==> config.mk <==
export PLATFORM = sky130hd
export DESIGN_NAME = mem_stage_wb_reg
export DESIGN_NICKNAME = d
export VERILOG_FILES = /design/src/rtl/cpu_defs_pkg.sv /design/src/rtl/mem_access_unit.sv /design/src/rtl/mem_stage_wb_reg.sv
export SDC_FILE = /design/constraint.sdc
export NUM_CORES = 1
export LEC_CHECK = 0
export ABC_CLOCK_PERIOD_IN_PS = 3200
export CAP_MARGIN = 20
export CORE_AREA = 2 2 139 141
export CTS_BUF_LIST = sky130_fd_sc_hd__clkbuf_4 sky130_fd_sc_hd__clkbuf_8 sky130_fd_sc_hd__clkbuf_16
export DETAILED_ROUTE_END_ITERATION = 8
export DIE_AREA = 0 0 141 143
export GPL_TIMING_DRIVEN = 0
export PLACE_DENSITY = 0.69
export SYNTH_ARGS = -nofsm -noshare
export SYNTH_HDL_FRONTEND = slang
export SYNTH_SLANG_ARGS = --single-unit
==> constraint.sdc <==
create_clock -name clk -period 3.2 [get_ports clk]
set_input_delay 0.64 -clock clk [delete_from_list [all_inputs] [get_ports clk]]
set_output_delay 0.64 -clock clk [all_outputs]
set_load 0.03 [all_outputs]
==> src/rtl/cpu_defs_pkg.sv <==
// rtl/cpu_defs_pkg.sv - shared opcode, exception-code and address-map definitions
package cpu_defs;

    localparam logic [5:0] OP_LW  = 6'h23;
    localparam logic [5:0] OP_LH  = 6'h21;
    localparam logic [5:0] OP_LHU = 6'h25;
    localparam logic [5:0] OP_LB  = 6'h20;
    localparam logic [5:0] OP_LBU = 6'h24;
    localparam logic [5:0] OP_SW  = 6'h2B;
    localparam logic [5:0] OP_SH  = 6'h29;
    localparam logic [5:0] OP_SB  = 6'h28;

    localparam logic [4:0] EXC_NONE = 5'd0;
    localparam logic [4:0] EXC_ADEL = 5'd4;
    localparam logic [4:0] EXC_ADES = 5'd5;
    localparam logic [4:0] EXC_OV   = 5'd12;

    localparam logic [31:0] ADDR_DM_END    = 32'h0000_3000;
    localparam logic [31:0] ADDR_TMR0_BASE = 32'h0000_7F00;
    localparam logic [31:0] ADDR_TMR1_BASE = 32'h0000_7F10;
    localparam logic [31:0] ADDR_IG_BASE   = 32'h0000_7F20;
    localparam logic [31:0] ADDR_EXC_PC    = 32'h0000_4180;

    localparam logic [31:0] TMR_WIN_BYTES  = 32'd12;
    localparam logic [31:0] IG_WIN_BYTES   = 32'd4;
    localparam logic [31:0] TMR_COUNT_OFS  = 32'd8;

    typedef enum logic [1:0] {
        SZ_WORD = 2'd0,
        SZ_HALF = 2'd1,
        SZ_BYTE = 2'd2
    } acc_size_e;

    // Half-open window test: base <= addr < base + bytes.
    function automatic logic in_window(input logic [31:0] addr,
                                       input logic [31:0] base,
                                       input logic [31:0] bytes);
        return (addr >= base) && (addr < base + bytes);
    endfunction

endpackage

==> src/rtl/mem_access_unit.sv <==
// rtl/mem_access_unit.sv - combinational load/store decode, lane shaping and address checks
module mem_access_unit
    import cpu_defs::*;
#(
    parameter logic [31:0] DM_END    = ADDR_DM_END,
    parameter logic [31:0] TMR0_BASE = ADDR_TMR0_BASE,
    parameter logic [31:0] TMR1_BASE = ADDR_TMR1_BASE,
    parameter logic [31:0] IG_BASE   = ADDR_IG_BASE
) (
    input  logic [5:0]  opcode,
    input  logic [31:0] addr,
    input  logic [31:0] wsrc,
    input  logic [31:0] rdata,
    input  logic [4:0]  exccode_in,
    input  logic        exc_ov,
    input  logic        req,
    output logic [3:0]  byteen,
    output logic [31:0] wdata,
    output logic [4:0]  exccode,
    output logic [31:0] load_data,
    output logic        is_load
);

    logic        is_store;
    logic        sext;
    acc_size_e   size;
    logic [1:0]  lane;
    logic        misaligned;
    logic        in_dm;
    logic        in_dev;
    logic        to_count;
    logic        bad_addr;
    logic [3:0]  byteen_raw;
    logic [15:0] half_sel;
    logic [7:0]  byte_sel;

    // Decode the access kind, then judge the address and shape both data paths.
    always_comb begin
        is_load  = 1'b0;
        is_store = 1'b0;
        sext     = 1'b0;
        size     = SZ_WORD;
        case (opcode)
            OP_LW:  begin is_load  = 1'b1; size = SZ_WORD;              end
            OP_LH:  begin is_load  = 1'b1; size = SZ_HALF; sext = 1'b1; end
            OP_LHU: begin is_load  = 1'b1; size = SZ_HALF;              end
            OP_LB:  begin is_load  = 1'b1; size = SZ_BYTE; sext = 1'b1; end
            OP_LBU: begin is_load  = 1'b1; size = SZ_BYTE;              end
            OP_SW:  begin is_store = 1'b1; size = SZ_WORD;              end
            OP_SH:  begin is_store = 1'b1; size = SZ_HALF;              end
            OP_SB:  begin is_store = 1'b1; size = SZ_BYTE;              end
            default: ;
        endcase

        lane       = addr[1:0];
        misaligned = ((size == SZ_WORD) && (lane != 2'b00)) ||
                     ((size == SZ_HALF) && lane[0]);
        in_dm      = (addr < DM_END);
        in_dev     = in_window(addr, TMR0_BASE, TMR_WIN_BYTES) ||
                     in_window(addr, TMR1_BASE, TMR_WIN_BYTES) ||
                     in_window(addr, IG_BASE, IG_WIN_BYTES);
        // Timer count registers are read-only from software.
        to_count   = (addr == TMR0_BASE + TMR_COUNT_OFS) ||
                     (addr == TMR1_BASE + TMR_COUNT_OFS);
        bad_addr   = misaligned || exc_ov || !(in_dm || in_dev) ||
                     (in_dev && (size != SZ_WORD)) ||
                     (is_store && to_count);

        // Upstream exceptions are older and always take precedence.
        if (exccode_in != EXC_NONE)
            exccode = exccode_in;
        else if (is_load && bad_addr)
            exccode = EXC_ADEL;
        else if (is_store && bad_addr)
            exccode = EXC_ADES;
        else
            exccode = EXC_NONE;

        case (size)
            SZ_HALF: begin byteen_raw = 4'b0011 << lane; wdata = {2{wsrc[15:0]}}; end
            SZ_BYTE: begin byteen_raw = 4'b0001 << lane; wdata = {4{wsrc[7:0]}};  end
            default: begin byteen_raw = 4'b1111;         wdata = wsrc;            end
        endcase
        byteen = (is_store && !req && (exccode == EXC_NONE)) ? byteen_raw : 4'b0000;

        half_sel = lane[1] ? rdata[31:16] : rdata[15:0];
        case (lane)
            2'd1:    byte_sel = rdata[15:8];
            2'd2:    byte_sel = rdata[23:16];
            2'd3:    byte_sel = rdata[31:24];
            default: byte_sel = rdata[7:0];
        endcase
        case (size)
            SZ_HALF: load_data = {{16{sext & half_sel[15]}}, half_sel};
            SZ_BYTE: load_data = {{24{sext & byte_sel[7]}}, byte_sel};
            default: load_data = rdata;
        endcase
    end

endmodule

==> src/rtl/mem_stage_wb_reg.sv <==
// rtl/mem_stage_wb_reg.sv - M stage bus interface and M/W pipeline register
module mem_stage_wb_reg
    import cpu_defs::*;
#(
    parameter logic [31:0] DM_END    = ADDR_DM_END,
    parameter logic [31:0] TMR0_BASE = ADDR_TMR0_BASE,
    parameter logic [31:0] TMR1_BASE = ADDR_TMR1_BASE,
    parameter logic [31:0] IG_BASE   = ADDR_IG_BASE,
    parameter logic [31:0] EXC_PC    = ADDR_EXC_PC
) (
    input  logic        clk,
    input  logic        reset,
    input  logic        req,
    input  logic [31:0] m_ins,
    input  logic [4:0]  m_target_reg,
    input  logic [2:0]  m_t_new,
    input  logic [31:0] m_alu_ans,
    input  logic [31:0] m_write_data,
    input  logic [31:0] m_pcaddr,
    input  logic [4:0]  m_exccode_in,
    input  logic        m_exc_ov_dm,
    input  logic        m_bd,
    input  logic [31:0] m_rdata,
    output logic [31:0] m_addr,
    output logic [3:0]  m_byteen,
    output logic [31:0] m_wdata,
    output logic [4:0]  m_exccode,
    output logic        m_bd_out,
    output logic [31:0] w_ins,
    output logic [4:0]  w_target_reg,
    output logic [31:0] w_pcaddr,
    output logic [2:0]  w_t_new,
    output logic [31:0] w_data
);

    logic [31:0] load_data;
    logic        is_load;

    logic [31:0] w_ins_d,        w_ins_q;
    logic [4:0]  w_target_reg_d, w_target_reg_q;
    logic [31:0] w_pcaddr_d,     w_pcaddr_q;
    logic [2:0]  w_t_new_d,      w_t_new_q;
    logic [31:0] w_data_d,       w_data_q;

    mem_access_unit #(
        .DM_END    (DM_END),
        .TMR0_BASE (TMR0_BASE),
        .TMR1_BASE (TMR1_BASE),
        .IG_BASE   (IG_BASE)
    ) u_mau (
        .opcode     (m_ins[31:26]),
        .addr       (m_alu_ans),
        .wsrc       (m_write_data),
        .rdata      (m_rdata),
        .exccode_in (m_exccode_in),
        .exc_ov     (m_exc_ov_dm),
        .req        (req),
        .byteen     (m_byteen),
        .wdata      (m_wdata),
        .exccode    (m_exccode),
        .load_data  (load_data),
        .is_load    (is_load)
    );

    assign m_addr   = m_alu_ans;
    assign m_bd_out = m_bd;

    // Next M/W contents: a flush bubbles the stage and points W at the handler.
    always_comb begin
        w_ins_d        = m_ins;
        w_target_reg_d = m_target_reg;
        w_pcaddr_d     = m_pcaddr;
        w_t_new_d      = (m_t_new != 3'd0) ? m_t_new - 3'd1 : 3'd0;
        w_data_d       = is_load ? load_data : m_alu_ans;
        if (req) begin
            w_ins_d        = '0;
            w_target_reg_d = '0;
            w_pcaddr_d     = EXC_PC;
            w_t_new_d      = '0;
            w_data_d       = '0;
        end
    end

    // M/W register; reset overrides a simultaneous flush.
    always_ff @(posedge clk) begin
        if (reset) begin
            w_ins_q        <= '0;
            w_target_reg_q <= '0;
            w_pcaddr_q     <= '0;
            w_t_new_q      <= '0;
            w_data_q       <= '0;
        end else begin
            w_ins_q        <= w_ins_d;
            w_target_reg_q <= w_target_reg_d;
            w_pcaddr_q     <= w_pcaddr_d;
            w_t_new_q      <= w_t_new_d;
            w_data_q       <= w_data_d;
        end
    end

    assign w_ins        = w_ins_q;
    assign w_target_reg = w_target_reg_q;
    assign w_pcaddr     = w_pcaddr_q;
    assign w_t_new      = w_t_new_q;
    assign w_data       = w_data_q;

endmodule

After elaboration in Yosys (flattened, before gate mapping)
Cells that the tools add are included.
{ "op_classes": {"addsub": 1, "magnitude_cmp": 7, "bitwise_logic": 3, "shifts": 2, "mux": 15, "n_eq_ne": 15, "reduce_logical": 35} }
{ "ops": {"columns": ["cell", "count"], "rows": [
  ["one-hot mux 32 bit (2 select lines)", 2],
  ["greater-or-equal comparator 32 x 15 -> 1 bit (second input constant)", 3],
  ["less-than comparator 32 x 15 -> 1 bit (second input constant)", 3],
  ["equality test 32 x 15 -> 1 bit (second input constant)", 2],
  ["equality test 6 bit (second input constant)", 8],
  ["less-than comparator 32 x 14 -> 1 bit (second input constant)", 1],
  ["2-to-1 mux 32 bit", 1],
  ["one-hot mux 8 bit (3 select lines)", 1],
  ["2-to-1 mux 16 bit", 1],
  ["2-to-1 mux 15 bit", 1],
  ["OR reduction 3 bit", 4],
  ["logical AND 1 bit", 11],
  ["2-to-1 mux 5 bit", 2],
  ["logical OR 1 bit", 9],
  ["one-hot mux 4 bit (2 select lines)", 1],
  ["equality test 2 bit (second input constant)", 3],
  ["zero test 5 bit", 1],
  ["nonzero test 5 bit", 1],
  ["OR reduction 5 bit", 1],
  ["equality test 2 x 1 -> 1 bit (second input constant)", 2],
  ["2-to-1 mux 4 bit", 1],
  ["one-hot mux 2 bit (2 select lines)", 1],
  ["nonzero test 2 bit", 2],
  ["OR reduction 2 bit", 2],
  ["10 further kinds", 14]
]} }
{ "totals": {"input_bits": 178, "register_bits": 104, "out_inout_bits": 178} }

Depth between registers and ports, before layout
{ "logic_depth": {"word_depth": 17, "mapped_depth": 12, "mapped_depth_nobuf": 11} }

Cells and area by module
Synthesis repeated with hierarchy kept, for this count alone.
{ "unflattened": {"hier_cells": 547, "hier_area_um2": 4892.2} }
{ "modules_own_cells": {"columns": ["mod", "instances", "seq_area_each_um2", "area_each_um2", "cells_per_inst"], "rows": [
  ["mem_stage_wb_reg", 1, 2082.0, 3418.3, 298],
  ["mem_access_unit", 1, 0.0, 1473.9, 249]
]} }

Least setup slack after synthesis
OpenSTA, ideal clock, no wires.
{ "synth_path": {"path_kind": "input port to output port", "start": "in m_ins[30]", "end": "out m_wdata[24]", "required_time_ps": 2560, "path_buffers": 3, "path_slack_ps": -385, "arrival_time_ps": 2945, "stages": 10, "path_cell_list": "nand2b_4 -> nor2_1 -> nand2_1 -> or2_2 -> ha_1 -> clkbuf_1 -> clkbuf_1 -> buf_1 -> nor2_1 -> a21oi_1"} }
{ "synth_between": {"elab_chain_len": 5, "word_cells_on_any_way": 12} }
{ "synth_rtl": {"columns": ["element", "line_no", "text"], "rows": [
  ["start, declared", "mem_stage_wb_reg.sv:14", "input logic [31:0] m_ins,"],
  ["equality test 6 bit", "mem_access_unit.sv:43", "case (opcode)"],
  ["OR reduction 3 bit (no line)", null, null],
  ["one-hot mux 2 bit (2 select lines) *", "mem_access_unit.sv:43", null],
  ["equality test 2 bit or equality test 2 x 1 -> 1 bit (tied branches)", "mem_access_unit.sv:79", "case (size)"],
  ["one-hot mux 32 bit (2 select lines) *", "mem_access_unit.sv:79", null],
  ["end, declared", "mem_stage_wb_reg.sv:26", "output logic [31:0] m_wdata,"]
]} }
Mark *: on every way between the ends. The rest lies on a longest branch, timed or not.

Worst setup path after layout
{ "layout_path": {"start": "in m_ins[30]", "end": "out m_exccode[0]"} }
{ "layout_between": {"elab_chain_len": 14, "word_cells_on_any_way": 32} }
{ "layout_rtl": {"columns": ["element", "line_no", "text"], "rows": [
  ["equality test 6 bit", "mem_access_unit.sv:43", null],
  ["OR reduction 3 bit (no line)", null, null],
  ["one-hot mux 2 bit (2 select lines)", "mem_access_unit.sv:43", null],
  ["equality test 2 x 1 -> 1 bit or zero test 2 bit (tied branches)", "mem_access_unit.sv:57, mem_access_unit.sv:56", null],
  ["logical AND 1 bit, on equally long branches", "mem_access_unit.sv:57, mem_access_unit.sv:56", null],
  ["logical OR 1 bit", "mem_access_unit.sv:56", "misaligned = ((size == SZ_WORD) && (lane != 2'b00)) ||"],
  ["logical OR 1 bit (3 in a row)", "mem_access_unit.sv:65", "bad_addr = misaligned || exc_ov || !(in_dm || in_dev) ||"],
  ["logical OR 1 bit", "mem_access_unit.sv:66", "(in_dev && (size != SZ_WORD)) ||"],
  ["logical AND 1 bit", "mem_access_unit.sv:74", "else if (is_store && bad_addr)"],
  ["2-to-1 mux 3 bit", "mem_access_unit.sv:74", null],
  ["2-to-1 mux 5 bit *", "mem_access_unit.sv:72", "else if (is_load && bad_addr)"],
  ["2-to-1 mux 5 bit *", "mem_access_unit.sv:70", "if (exccode_in != EXC_NONE)"],
  ["end, declared", "mem_stage_wb_reg.sv:27", "output logic [4:0] m_exccode,"]
]} }
Marks and branches as above.

==> impl_metrics.env <==
export IMPL_status="finished clean"
export IMPL_ir_drop_v=0.000226
export IMPL_grt_pass1_vias=5308
export IMPL_avgViaCountPerCell=4.70
export IMPL_drc=0
export IMPL_whs_path_depth=2
export IMPL_syn_cell_area_sq_mm=0.00475
export IMPL_avgSynthCellArea_sq_um=8.60
export IMPL_setup_worst_path_start="m_ins[30]"
export IMPL_fmax_mhz=318
export IMPL_clkPwrFrac_pct=33.5
export IMPL_cp_top_family="simple AND/OR/NAND/NOR gates"
export IMPL_yosys_warnings=0
export IMPL_placed_cells=1139
export IMPL_report_final_slew_viol_count=0
export IMPL_final_nets=1105
export IMPL_ys_seq_area_share_pct=43.8
export IMPL_die_width_um=141
export IMPL_clock_sinks=104
export IMPL_root_buffer="clkbuf_16"
export IMPL_fin_crit_ns=3.14
export IMPL_crit_fanout=3
export IMPL_syn_num_nets=735
export IMPL_tightest_slew_ns=0.663
export IMPL_drv_cap=0
export IMPL_antenna_found_initial=1
export IMPL_core_area_sq_mm=0.0186
export IMPL_path_class="in2out"
export IMPL_fin_area_sq_mm=0.00927
export IMPL_dr_total_vias=5462
export IMPL_crit_slowest_cell="or2_4"
export IMPL_slowest_delay_ns=0.26
export IMPL_wl_per_cell_um=18.5
export IMPL_htree_levels=3
export IMPL_gp_congestion=0.941
export IMPL_io_pins=356
export IMPL_p_leak_nw=3.73
export IMPL_routed_wl_mm=21.5
export IMPL_firstDrtPassIters=6
export IMPL_ctsLongestPathBuffers=2
export IMPL_drive_above_1_share_pct=17.0
export IMPL_ys_types=47
export IMPL_ys_seq_elements=104
export IMPL_cp_num_buf_inv=3
export IMPL_grtUsageTotal_pct=20.8
export IMPL_power_density_mw_per_mm2=383
export IMPL_synth_ff_type="dfxtp_1"
export IMPL_synth_edff_count=0
export IMPL_cts_buffers=9
export IMPL_hold_end="w_ins[30]"
export IMPL_grt_start_max_net_pins=21
export IMPL_path_cells="buf_6 -> nand2b_4 -> nor2_4 -> nand2_1 -> or2_4 -> ha_4 -> o21ai_2 -> nand4_1 -> nor2_2 -> buf_4 -> nand3_2 -> a31o_2 -> buf_2"
export IMPL_endpoint_kind="output pin"
export IMPL_arrival_ns=2.50
export IMPL_clk_pin_slew_ns=0.07
export IMPL_switching_share_pct=30.3
export IMPL_hold_viol_final=0
export IMPL_ant_nets=0
export IMPL_diodes=0
export IMPL_rsz0062_at_grt="true"
export IMPL_cts_tree="done"
export IMPL_slew_headroom_pct=55.6
export IMPL_synth_async_reset_ratio_pct=0
export IMPL_stdcell_count=1161
export IMPL_critPathLaunchType="input pin"
export IMPL_die_y_um=143
export IMPL_hold_start="m_ins[30]"
export IMPL_hold_path_class="in2reg"
export IMPL_grt_overflow_total=0
export IMPL_hpwlAfterDp_mm=17.6
export IMPL_syn_to_final_growth_pct=95.2
export IMPL_sequentialPowerShare_pct=38.4
export IMPL_p_sw_w=0.00107
export IMPL_num_rows=50
export IMPL_holdWs_ns=0.478
export IMPL_timing_final_crit_share_pct=98.2
export IMPL_fp_dieArea_sq_mm=0.0202
export IMPL_grt_pass1_wl_mm=31.5
export IMPL_portBuffers=353
export IMPL_p_total_w=0.00355
export IMPL_place_area_sq_mm=0.00877
export IMPL_setup_viol=0
export IMPL_combPwrFrac_pct=28.1
export IMPL_initial_core_util_pct=25.6
export IMPL_synth_cells=552
export IMPL_crit_required_ns=2.56
export IMPL_internal_power_w=0.00247
export IMPL_dr_first_iter_drc_count=325
## power by group through the flow
| stage | sequential [W] | combinational (W) | clock, W |
|---|---|---|---|
| finish | 0.00136 | 0.000996 | 0.00119 |
| global route | 0.00137 | 0.00105 | 0.00127 |
| CTS | 0.00136 | 0.000999 | 0.00122 |
| detailed placement | 0.00139 | 0.000991 | 0 |
| global placement | 0.00139 | 0.000987 | 0 |
| floorplan | 0.00151 | 0.000350 | 0 |
## layout by cell type, fill, tap and decap left out, types with 3 or more instances in the layout
cell type	count
a22oi_1	8
clkbuf_4	3
nor3b_1	16
dlymetal6s2s_1	8
dfxtp_1	104
buf_12	3
o21a_1	3
a21oi_1	40
clkbuf_1	19
buf_6	7
a22o_1	8
nand4_1	3
buf_2	21
nor2b_1	11
nor2_1	33
dlygate4sd2_1	10
o21ai_0	24
nor4_1	6
and3_1	7
nor3_1	5
a31oi_1	9
and2_1	66
clkdlybuf4s50_1	308
o221ai_1	5
o22ai_4	8
inv_1	15
a21oi_4	5
nand2_1	23
nand2b_1	8
a31o_2	3
inv_6	3
o21ai_1	10
clkbuf_16	10
o22ai_1	7
buf_4	57
## area by class of cell
| class | instances | area, sq um |
|---|---|---|
| Sequential cell | 104 | 2080 |
| Tap cell | 234 | 293 |
| Clock buffer | 9 | 225 |
| Multi-Input combinational cell | 350 | 2410 |
| Fill cell | 1747 | 9310 |
| Timing Repair Buffer | 362 | 3540 |
| Buffer | 80 | 566 |
| Clock inverter | 7 | 97.6 |
| Inverter | 15 | 56.3 |
## per-layer routing
metal | up-vias | share of wire (%) | GRT usage, %
met4 | 2 | 2.1 | 6.63
met2 | 333 | 51 | 37.4
met5 | - | 0.060 | 0
met1 | 2495 | 37 | 23.1
li1 | 2601 | - | -
met3 | 31 | 9.8 | 7.24
## synthesized netlist by cell type, types with 6 or more instances
cell type	number	area, sq um
inv_1	15	56.3
o22ai_1	15	93.8
a22oi_1	8	60.1
o21ai_0	25	125
buf_4	41	308
nor3b_1	16	120
buf_2	8	40.0
nand2_1	24	90.1
nor2_1	37	139
and2_1	67	419
a31oi_1	9	56.3
dfxtp_1	104	2080
nor4_1	6	37.5
o21ai_1	10	50.1
nor2b_1	11	68.8
clkbuf_1	28	105
a22o_1	8	70.1
nor3_1	6	30.0
and3_1	7	43.8
a21oi_1	46	230
nand2b_1	9	56.3
## kinds of logic after synthesis
family | Yosys count | share of synthesized area [%]
AOI/OAI and AO/OA | 140 | 18.1
muxes | 4 | 1.16
and+or+nand+nor | 201 | 24.1
adders and majority gates | 5 | 1.32
buffers and inverters | 98 | 11.5
DFF | 104 | 43.8
## worst max path at each step
stage              endpoint  slack (ns)  cells past startpoint
6_report       m_exccode[0]        0.06                     13
2_1_floorplan   m_wdata[25]       -0.07                      9
4_1_cts         m_byteen[1]       -0.02                     12
3_3_place_gp    m_wdata[18]       -1.30                     12
3_5_place_dp    m_wdata[18]       -1.32                     12
5_1_grt         m_byteen[1]       -0.03                     12
## metrics by stage
stage | setup TNS, ns | utilization [%] | setup WS [ns]
floorplan | -0.321 | - | -0.0671
global placement | -38.00 | 47.2 | -1.30
detailed placement | -38.79 | 47.2 | -1.32
CTS | -0.0241 | 49.6 | -0.0190
global route | -0.0689 | 49.9 | -0.0289
finish | 0 | 49.9 | 0.0575
## timing repair
action                                  4_1_cts  5_1_grt
setup buffers                                 8        1
endpoints found under the setup margin       30       19
resized for setup                           190       12
hold buffers                                  0        0
hold endpoints to repair                      0        0
gates cloned                                  0        0
pin swaps                                    15       13
Power figures use the tool's default switching activity.
